<file path="config.mk">
export PLATFORM = sky130hd
export DESIGN_NAME = cv_bus_master
export DESIGN_NICKNAME = d
export VERILOG_FILES = /design/src/rtl/cv_bus_master.sv
export SDC_FILE = /design/constraint.sdc
export NUM_CORES = 1
export LEC_CHECK = 0
export BUFFER_PORTS_ARGS = -buffer_cell sky130_fd_sc_hd__clkbuf_2
export CORE_MARGIN = 4
export CORE_UTILIZATION = 45
export CTS_CLUSTER_DIAMETER = 80
export DETAILED_ROUTE_END_ITERATION = 8
export PLACE_DENSITY = 0.7
export SYNTH_ARGS = -nofsm -noshare
export SYNTH_HDL_FRONTEND = slang
export SYNTH_SLANG_ARGS = --single-unit
</file>
<file path="constraint.sdc">
create_clock -name clk_i -period 2.65 [get_ports clk_i]
set_clock_uncertainty 0.05 [all_clocks]
set_input_delay 0.3975 -clock clk_i [delete_from_list [all_inputs] [get_ports clk_i]]
set_output_delay 0.3975 -clock clk_i [all_outputs]
set_load 0.01 [all_outputs]
</file>
<file path="src/rtl/cv_bus_master.sv">
// Z80-style bus-cycle initiator for Colecovision/Adam memory and I/O cycles.
// Lets the host loader/debug path drive the system bus one command at a time.
module cv_bus_master #(
  parameter int IO_WAIT    = 1,
  parameter int WAIT_MAX   = 16,
  parameter bit REFRESH_EN = 1'b1
) (
  input  logic        clk_i,
  input  logic        reset_n_i,
  input  logic        clk_en_i,
  input  logic        cmd_valid_i,
  output logic        cmd_ready_o,
  input  logic        cmd_io_i,
  input  logic        cmd_wr_i,
  input  logic [15:0] cmd_addr_i,
  input  logic [7:0]  cmd_wdata_i,
  output logic        rsp_valid_o,
  output logic [7:0]  rsp_rdata_o,
  output logic        rsp_err_o,
  output logic [15:0] a_o,
  output logic [7:0]  d_o,
  output logic        d_oe_o,
  input  logic [7:0]  d_i,
  output logic        mreq_n_o,
  output logic        iorq_n_o,
  output logic        rd_n_o,
  output logic        wr_n_o,
  output logic        rfsh_n_o,
  input  logic        wait_n_i
);

  typedef enum logic [2:0] {IDLE, T1, T2, TW, T3, RF1, RF2} state_t;

  state_t      state;
  logic        io_q;
  logic        wr_q;
  logic [1:0]  io_cnt;
  logic [7:0]  wait_cnt;
  logic [6:0]  r_cnt;

  always_ff @(posedge clk_i or negedge reset_n_i) begin
    if (!reset_n_i) begin
      state       <= IDLE;
      io_q        <= 1'b0;
      wr_q        <= 1'b0;
      io_cnt      <= 2'd0;
      wait_cnt    <= 8'd0;
      r_cnt       <= 7'd0;
      a_o         <= 16'h0000;
      d_o         <= 8'h00;
      d_oe_o      <= 1'b0;
      mreq_n_o    <= 1'b1;
      iorq_n_o    <= 1'b1;
      rd_n_o      <= 1'b1;
      wr_n_o      <= 1'b1;
      rfsh_n_o    <= 1'b1;
      cmd_ready_o <= 1'b1;
      rsp_valid_o <= 1'b0;
      rsp_rdata_o <= 8'h00;
      rsp_err_o   <= 1'b0;
    end else begin
      rsp_valid_o <= 1'b0;
      unique case (state)
        // Ready comes back one cycle after re-entering IDLE, so it never overlaps rsp_valid.
        IDLE: begin
          if (!cmd_ready_o) begin
            cmd_ready_o <= 1'b1;
          end else if (cmd_valid_i) begin
            io_q        <= cmd_io_i;
            wr_q        <= cmd_wr_i;
            a_o         <= cmd_addr_i;
            if (cmd_wr_i) d_o <= cmd_wdata_i;
            d_oe_o      <= cmd_wr_i;
            cmd_ready_o <= 1'b0;
            state       <= T1;
          end
        end
        T1: if (clk_en_i) begin
          mreq_n_o <= io_q;
          iorq_n_o <= !io_q;
          rd_n_o   <= wr_q;
          wr_n_o   <= !wr_q;
          wait_cnt <= 8'd0;
          io_cnt   <= io_q ? 2'(IO_WAIT) : 2'd0;
          state    <= T2;
        end
        T2: if (clk_en_i) begin
          if (io_cnt != 2'd0) begin
            state <= TW;
          end else if (!wait_n_i) begin
            wait_cnt <= 8'd1;
            state    <= TW;
          end else begin
            state <= T3;
          end
        end
        // Mandatory I/O waits run out first; wait_n is sampled on the last one and after.
        TW: if (clk_en_i) begin
          if (io_cnt > 2'd1) begin
            io_cnt <= io_cnt - 2'd1;
          end else begin
            io_cnt <= 2'd0;
            if (wait_n_i) begin
              state <= T3;
            end else if (wait_cnt == 8'(WAIT_MAX)) begin
              mreq_n_o    <= 1'b1;
              iorq_n_o    <= 1'b1;
              rd_n_o      <= 1'b1;
              wr_n_o      <= 1'b1;
              d_oe_o      <= 1'b0;
              rsp_valid_o <= 1'b1;
              rsp_err_o   <= 1'b1;
              rsp_rdata_o <= 8'hFF;
              state       <= IDLE;
            end else begin
              wait_cnt <= wait_cnt + 8'd1;
            end
          end
        end
        T3: if (clk_en_i) begin
          mreq_n_o    <= 1'b1;
          iorq_n_o    <= 1'b1;
          rd_n_o      <= 1'b1;
          wr_n_o      <= 1'b1;
          d_oe_o      <= 1'b0;
          rsp_valid_o <= 1'b1;
          rsp_err_o   <= 1'b0;
          rsp_rdata_o <= wr_q ? 8'h00 : d_i;
          // Refresh follows a memory read but the response above is not held back for it.
          if (!io_q && !wr_q && REFRESH_EN) begin
            a_o      <= {9'b0, r_cnt};
            mreq_n_o <= 1'b0;
            rfsh_n_o <= 1'b0;
            state    <= RF1;
          end else begin
            state <= IDLE;
          end
        end
        RF1: if (clk_en_i) state <= RF2;
        RF2: if (clk_en_i) begin
          mreq_n_o <= 1'b1;
          rfsh_n_o <= 1'b1;
          r_cnt    <= r_cnt + 7'd1;
          state    <= IDLE;
        end
        default: state <= IDLE;
      endcase
    end
  end

endmodule

</file>
# --- After elaboration in Yosys (flattened, before gate mapping) ---
# Index checks and enable logic that the tools add are counted.
# W data, S select, Z words.
word_totals:
  output_inout_bits: 41
  ff_bits: 63
classes:
  reduce_logical: 25
  n_mux: 76
  eq_ne: 23
  n_addsub: 3
  order_cmp: 1
op_table:
  columns: ["cell", "count"]
  rows:
  - ["$mux W8", 14]
  - ["$mux W16", 4]
  - ["$mux W3", 14]
  - ["$pmux W16 S2", 1]
  - ["$ne A2 B2 Y1 const B", 15]
  - ["$mux W1", 28]
  - ["$pmux W8 S3", 1]
  - ["$pmux W3 S7", 1]
  - ["$pmux W8 S2", 1]
  - ["$reduce_and A8 Y1", 2]
  - ["$pmux W1 S3", 4]
  - ["$reduce_and A10 Y1", 1]
  - ["$reduce_bool A2 Y1", 5]
  - ["$eq A3 B3 Y1 const B", 3]
  - ["$reduce_and A9 Y1", 1]
  - ["$reduce_bool A3 Y1", 3]
  - ["$add A8 B1 Y8 const B", 1]
  - ["$eq A8 B5 Y1 const B", 1]
  - ["$reduce_and A4 Y1", 2]
  - ["$add A7 B1 Y7 const B", 1]
  - ["$reduce_and A7 Y1", 1]
  - ["$eq A3 B2 Y1 const B", 2]
  - ["$mux W2", 3]
  - ["$pmux W1 S2", 3]
  - ["14 further kinds", 16]

# --- Depth between registers and ports, before layout ---
logic_depth:
  depth_word: 6
  mapped_depth: 6
  mapped_depth_nobuf: 6

# --- Worst setup path after synthesis ---
# No wires, ideal clock.
synth_path:
  path_type: "register -> register"
  from: "reg state[0]"
  to: "reg a_o[6]"
  path_buffers: 3
  t_required_ns: 2.475
  synth_period_minus_slack_ns: 1.897
  slack_ns: 0.753
  arrival_time_ns: 1.722
  path_stages_with_launch: 7
  cell_sequence: "dfrtp_1 buf_6 or3b_4 buf_6 o22ai_4 buf_6 mux2_4"
synth_via:
  elab_chain_len: 3
synth_lines:
  columns: ["element", "line_no", "text"]
  rows:
  - ["start, declared", "34", "state_t state;"]
  - ["start signal, assigned", "43", "state <= IDLE;"]
  - ["start signal, assigned", "75", "state <= T1;"]
  - ["start signal, assigned", "85", "state <= T2;"]
  - ["$eq A3 B3 Y1 or $logic_not A3 Y1 (tied branches)", "63", "unique case (state)"]
  - ["$ne A2 B2 Y1 (no source line) or $reduce_bool A2 Y1 (tied branches)", null, null]
  - ["$reduce_and A5 Y1 (no source line)", null, null]
  - ["end signal, assigned", "71", "a_o <= cmd_addr_i;"]
  - ["end signal, assigned", "131", "a_o <= {9'b0, r_cnt};"]
  - ["end, declared", "20", "output logic [15:0] a_o,"]
# Several ways; a longest one is shown, not always the timed one.
# A chain may end at the register's enable or synchronous reset.

# --- Worst setup path after layout ---
layout_path:
  from: "reg state[0]"
  to: "reg a_o[5]"
# Same word-level chain as after synthesis.

==> impl_results.md <==
* Total die area at 8150 sq um
* CTS tree: done
* Pwr dens at 1100 nW/um^2
* Minimum clock period at 2.18 ns
* Starting density of the core at 47.2%
* Number of CTS-inserted buffers at 9
* FILL cells at 580
* Fraction of layout cells with a size suffix above 1 at 37.5%
* Final HPWL DP at 4970 microns
* Largest net degree at the start of global routing at 64
* Die Span Y at 90.3 microns
* Final setup margin at 0.468 ns
* IO Port Bufs at 79
* Final Util at 56.7%
* Final ANT Viol Nets at 0
* Total of max-cap violations at 0
* Fin. Hold Viols at 0
* Startpoint types: register
* Seq/Total Area, Yosys at 52.0%
* Net Sw Power at 1.49 mW
* Max-slew headroom at 48.5%
* Largest cells by area after synthesis: dfrtp_1 (47%), mux2_2 (6.3%), dfstp_2 (5.2%), nand2_1 (4.9%), a22o_1 (2.9%)
* Worst skew pair latency at 0.34 ns
* CTS Hold Bufs at 0
* Seq pwr share at 42.7%
* Global route total overflow at 0
* Yosys top cell area share at 46.8%
* DR pass1 iterations at 5
* Max Fclk at 0.458 GHz
* Yosys top cell by area: dfrtp_1
* Worst setup path class: reg -> reg
* Mapped Cells at 280
* Final wirelength at 6880 microns
* Worst VDD drop at 0.676 mV
* Max Slew Vio Count at 0
* EDFF count, synth at 0
* CTS root buffer: clkbuf_8
* Resized cells post-CTS at 0
* Post-Place Setup Slack at 0.483 ns
* Switch share at 37.2%
* Synth Cell Area at 3050 sq um
* Post-synthesis area per instance at 10.9 sq um
* Post-Route Setup TNS at 0 ns
* Initial antenna violation count at 0
* Postcts setup bufs at 0
* Synth-to-layout area growth at 20.2%
* Status: finished clean
* Core Area at 6460 sq um
* Sink Count at 63
* Leak at 1.75 nW
* Post-synth ARST share at 100%
* Yosys warns at 0
* Global-route wire length before repair at 12200 microns
* Critical Path End Type: register
* Hold Path Class: in -> async
* Width of the die at 90.3 microns
* # setup viols final at 0
* H-tree Lvls at 3
* Remaining DRCs at 0
* Routed vias at 2436
* Period utilization at 82.3%
* Total track usage at 18.1%
* R2R depth at 3
* Slew @ Worst Pin at 0.773 ns
* Nets at 402
* Row cnt at 29
* Synth Flop Type: dfrtp_1
* Pint at 2.52 mW
* CP Max Fanout at 20
* Top Ports at 80
* Drt via density at 5.51
* RSZ-0062 raised after global routing: no
* Crit path DAT at 2.35 ns
* Avg WL per Cell at 15.6 microns
* Yosys reg bits at 63
* Initial drt markers at 164
* Placer Congestion at 0.799
* Ant diodes at 0
* Vias in the first global route at 2539
* Clock share of power at 17.9%
* Reg clk slew, reported paths at 0.07 ns
* Distinct cells, synth at 60
* Required time worst endpoint at 2.82 ns
* Longest Clk Path Bufs at 2
* Post-synth net total at 322
* Logic pwr share at 39.4%
[per-layer routing]
| layer | share of wire, % | up-vias | global-route usage [%] |
|---|---|---|---|
| met4 | 1.1 | 0 | 7.40 |
| met5 | 0 | - | 0 |
| met2 | 49 | 72 | 28.5 |
| met1 | 45 | 1178 | 24.5 |
| met3 | 5.5 | 7 | 3.75 |
| li1 | - | 1179 | - |
[cell usage after synthesis (all sizes together) (6+ instances only)]
cell,n
o21ba,8
clkbuf,8
dfrtp,57
o21ai,18
dfstp,6
mux2,18
a21oi,17
buf,7
a22o,10
nor2,11
nand2,40
[sequential cells by signal, indices dropped and copies added, names as in the netlist]
| signal | flops |
|---|---|
| rsp_valid_o | 1 |
| rsp_rdata_o | 8 |
| rsp_err_o | 1 |
| io_cnt | 2 |
| iorq_n_o | 1 |
| a_o | 16 |
| mreq_n_o | 1 |
| wait_cnt | 8 |
| d_o | 8 |
| rfsh_n_o | 1 |
| cmd_ready_o | 1 |
| d_oe_o | 1 |
| rd_n_o | 1 |
| wr_q | 1 |
| state | 3 |
| io_q | 1 |
| r_cnt | 7 |
| wr_n_o | 1 |
[placed cells by master (no fill, tap or decap), drive strengths merged, types with 4 or more instances in the layout]
master  instances
o21ba           8
o21ai          18
clkinv          4
dfrtp          57
mux2           18
nand2          40
nor2           11
a21oi          17
inv             4
clkbuf         92
nor3            4
a22o           10
xnor2           5
nand4           5
nand3           5
o31ai           5
nor2b           5
dfstp           6
buf             5
[cell type report]
| class | instances | area (sq um) | area share (%) |
|---|---|---|---|
| well taps | 77 | 96.3 | 2.63 |
| clock inverters | 3 | 18.8 | 0.512 |
| multi-input cells | 197 | 1360 | 37.2 |
| inverters | 5 | 18.8 | 0.512 |
| flip-flops and latches | 63 | 1580 | 43.3 |
| clock buffers | 13 | 149 | 4.07 |
| repair buffers | 84 | 433 | 11.8 |
[power by group through the flow]
stage,Combinational (mW),Clock [mW],Sequential [mW]
after floorplan,1.03,0,1.74
after global placement,1.57,0,1.71
after detailed placement,1.60,0,1.73
after CTS,1.61,0.733,1.71
after global routing,1.77,0.782,1.78
final,1.58,0.718,1.71
[path summary, 6_finish.rpt]
path                       slack, ns                  from                          to
hold / removal                  0.16             reset_n_i  rsp_rdata_o[4]$_DFFE_PN0P_
setup / recovery                0.47  state[0]$_DFFE_PN0P_          a_o[5]$_DFFE_PN0P_
setup reg to reg                0.47  state[0]$_DFFE_PN0P_          a_o[5]$_DFFE_PN0P_
hold reg to reg                 0.42  r_cnt[6]$_DFFE_PN0P_        r_cnt[6]$_DFFE_PN0P_
max in group asynchronous       1.86             reset_n_i            io_q$_DFFE_PN0P_
min in group clk_i              0.23        cmd_addr_i[13]         a_o[13]$_DFFE_PN0P_
[through the flow]
| stage | instances | cell area [sq um] | total power [mW] | hold WS (ns) |
|---|---|---|---|---|
| 3_5_place_dp | 426 | 3490 | 3.32 | 0.422 |
| 6_report | 442 | 3660 | 4.02 | 0.159 |
| 5_1_grt | 442 | 3660 | 4.33 | 0.231 |
| 3_3_place_gp | 426 | 3490 | 3.28 | 0.418 |
| 2_1_floorplan | 280 | 3050 | 2.77 | 0.0519 |
| 4_1_cts | 442 | 3660 | 4.05 | 0.202 |
[worst max-delay path, stage by stage (launching register included)]
cell	delay, ns
dfrtp_1	0.59
or3b_4	0.57
o22ai_4	0.45
mux2_2	0.40
[logic make-up (layout without fill, tap and decap cells)]
logic type	count (synthesis)	in the layout	share of synthesized area, %
flip-flops	63	63	52.0
XOR/XNOR	6	6	1.72
AO/OA/AOI/OAI	81	81	19.4
multiplexers	18	18	6.77
buffers and inverters	20	105	3.32
adder cells (fa/ha/maj)	3	3	1.23
AND/OR/NAND/NOR	89	89	15.6
No activity file was read; power rests on OpenSTA's default activity.
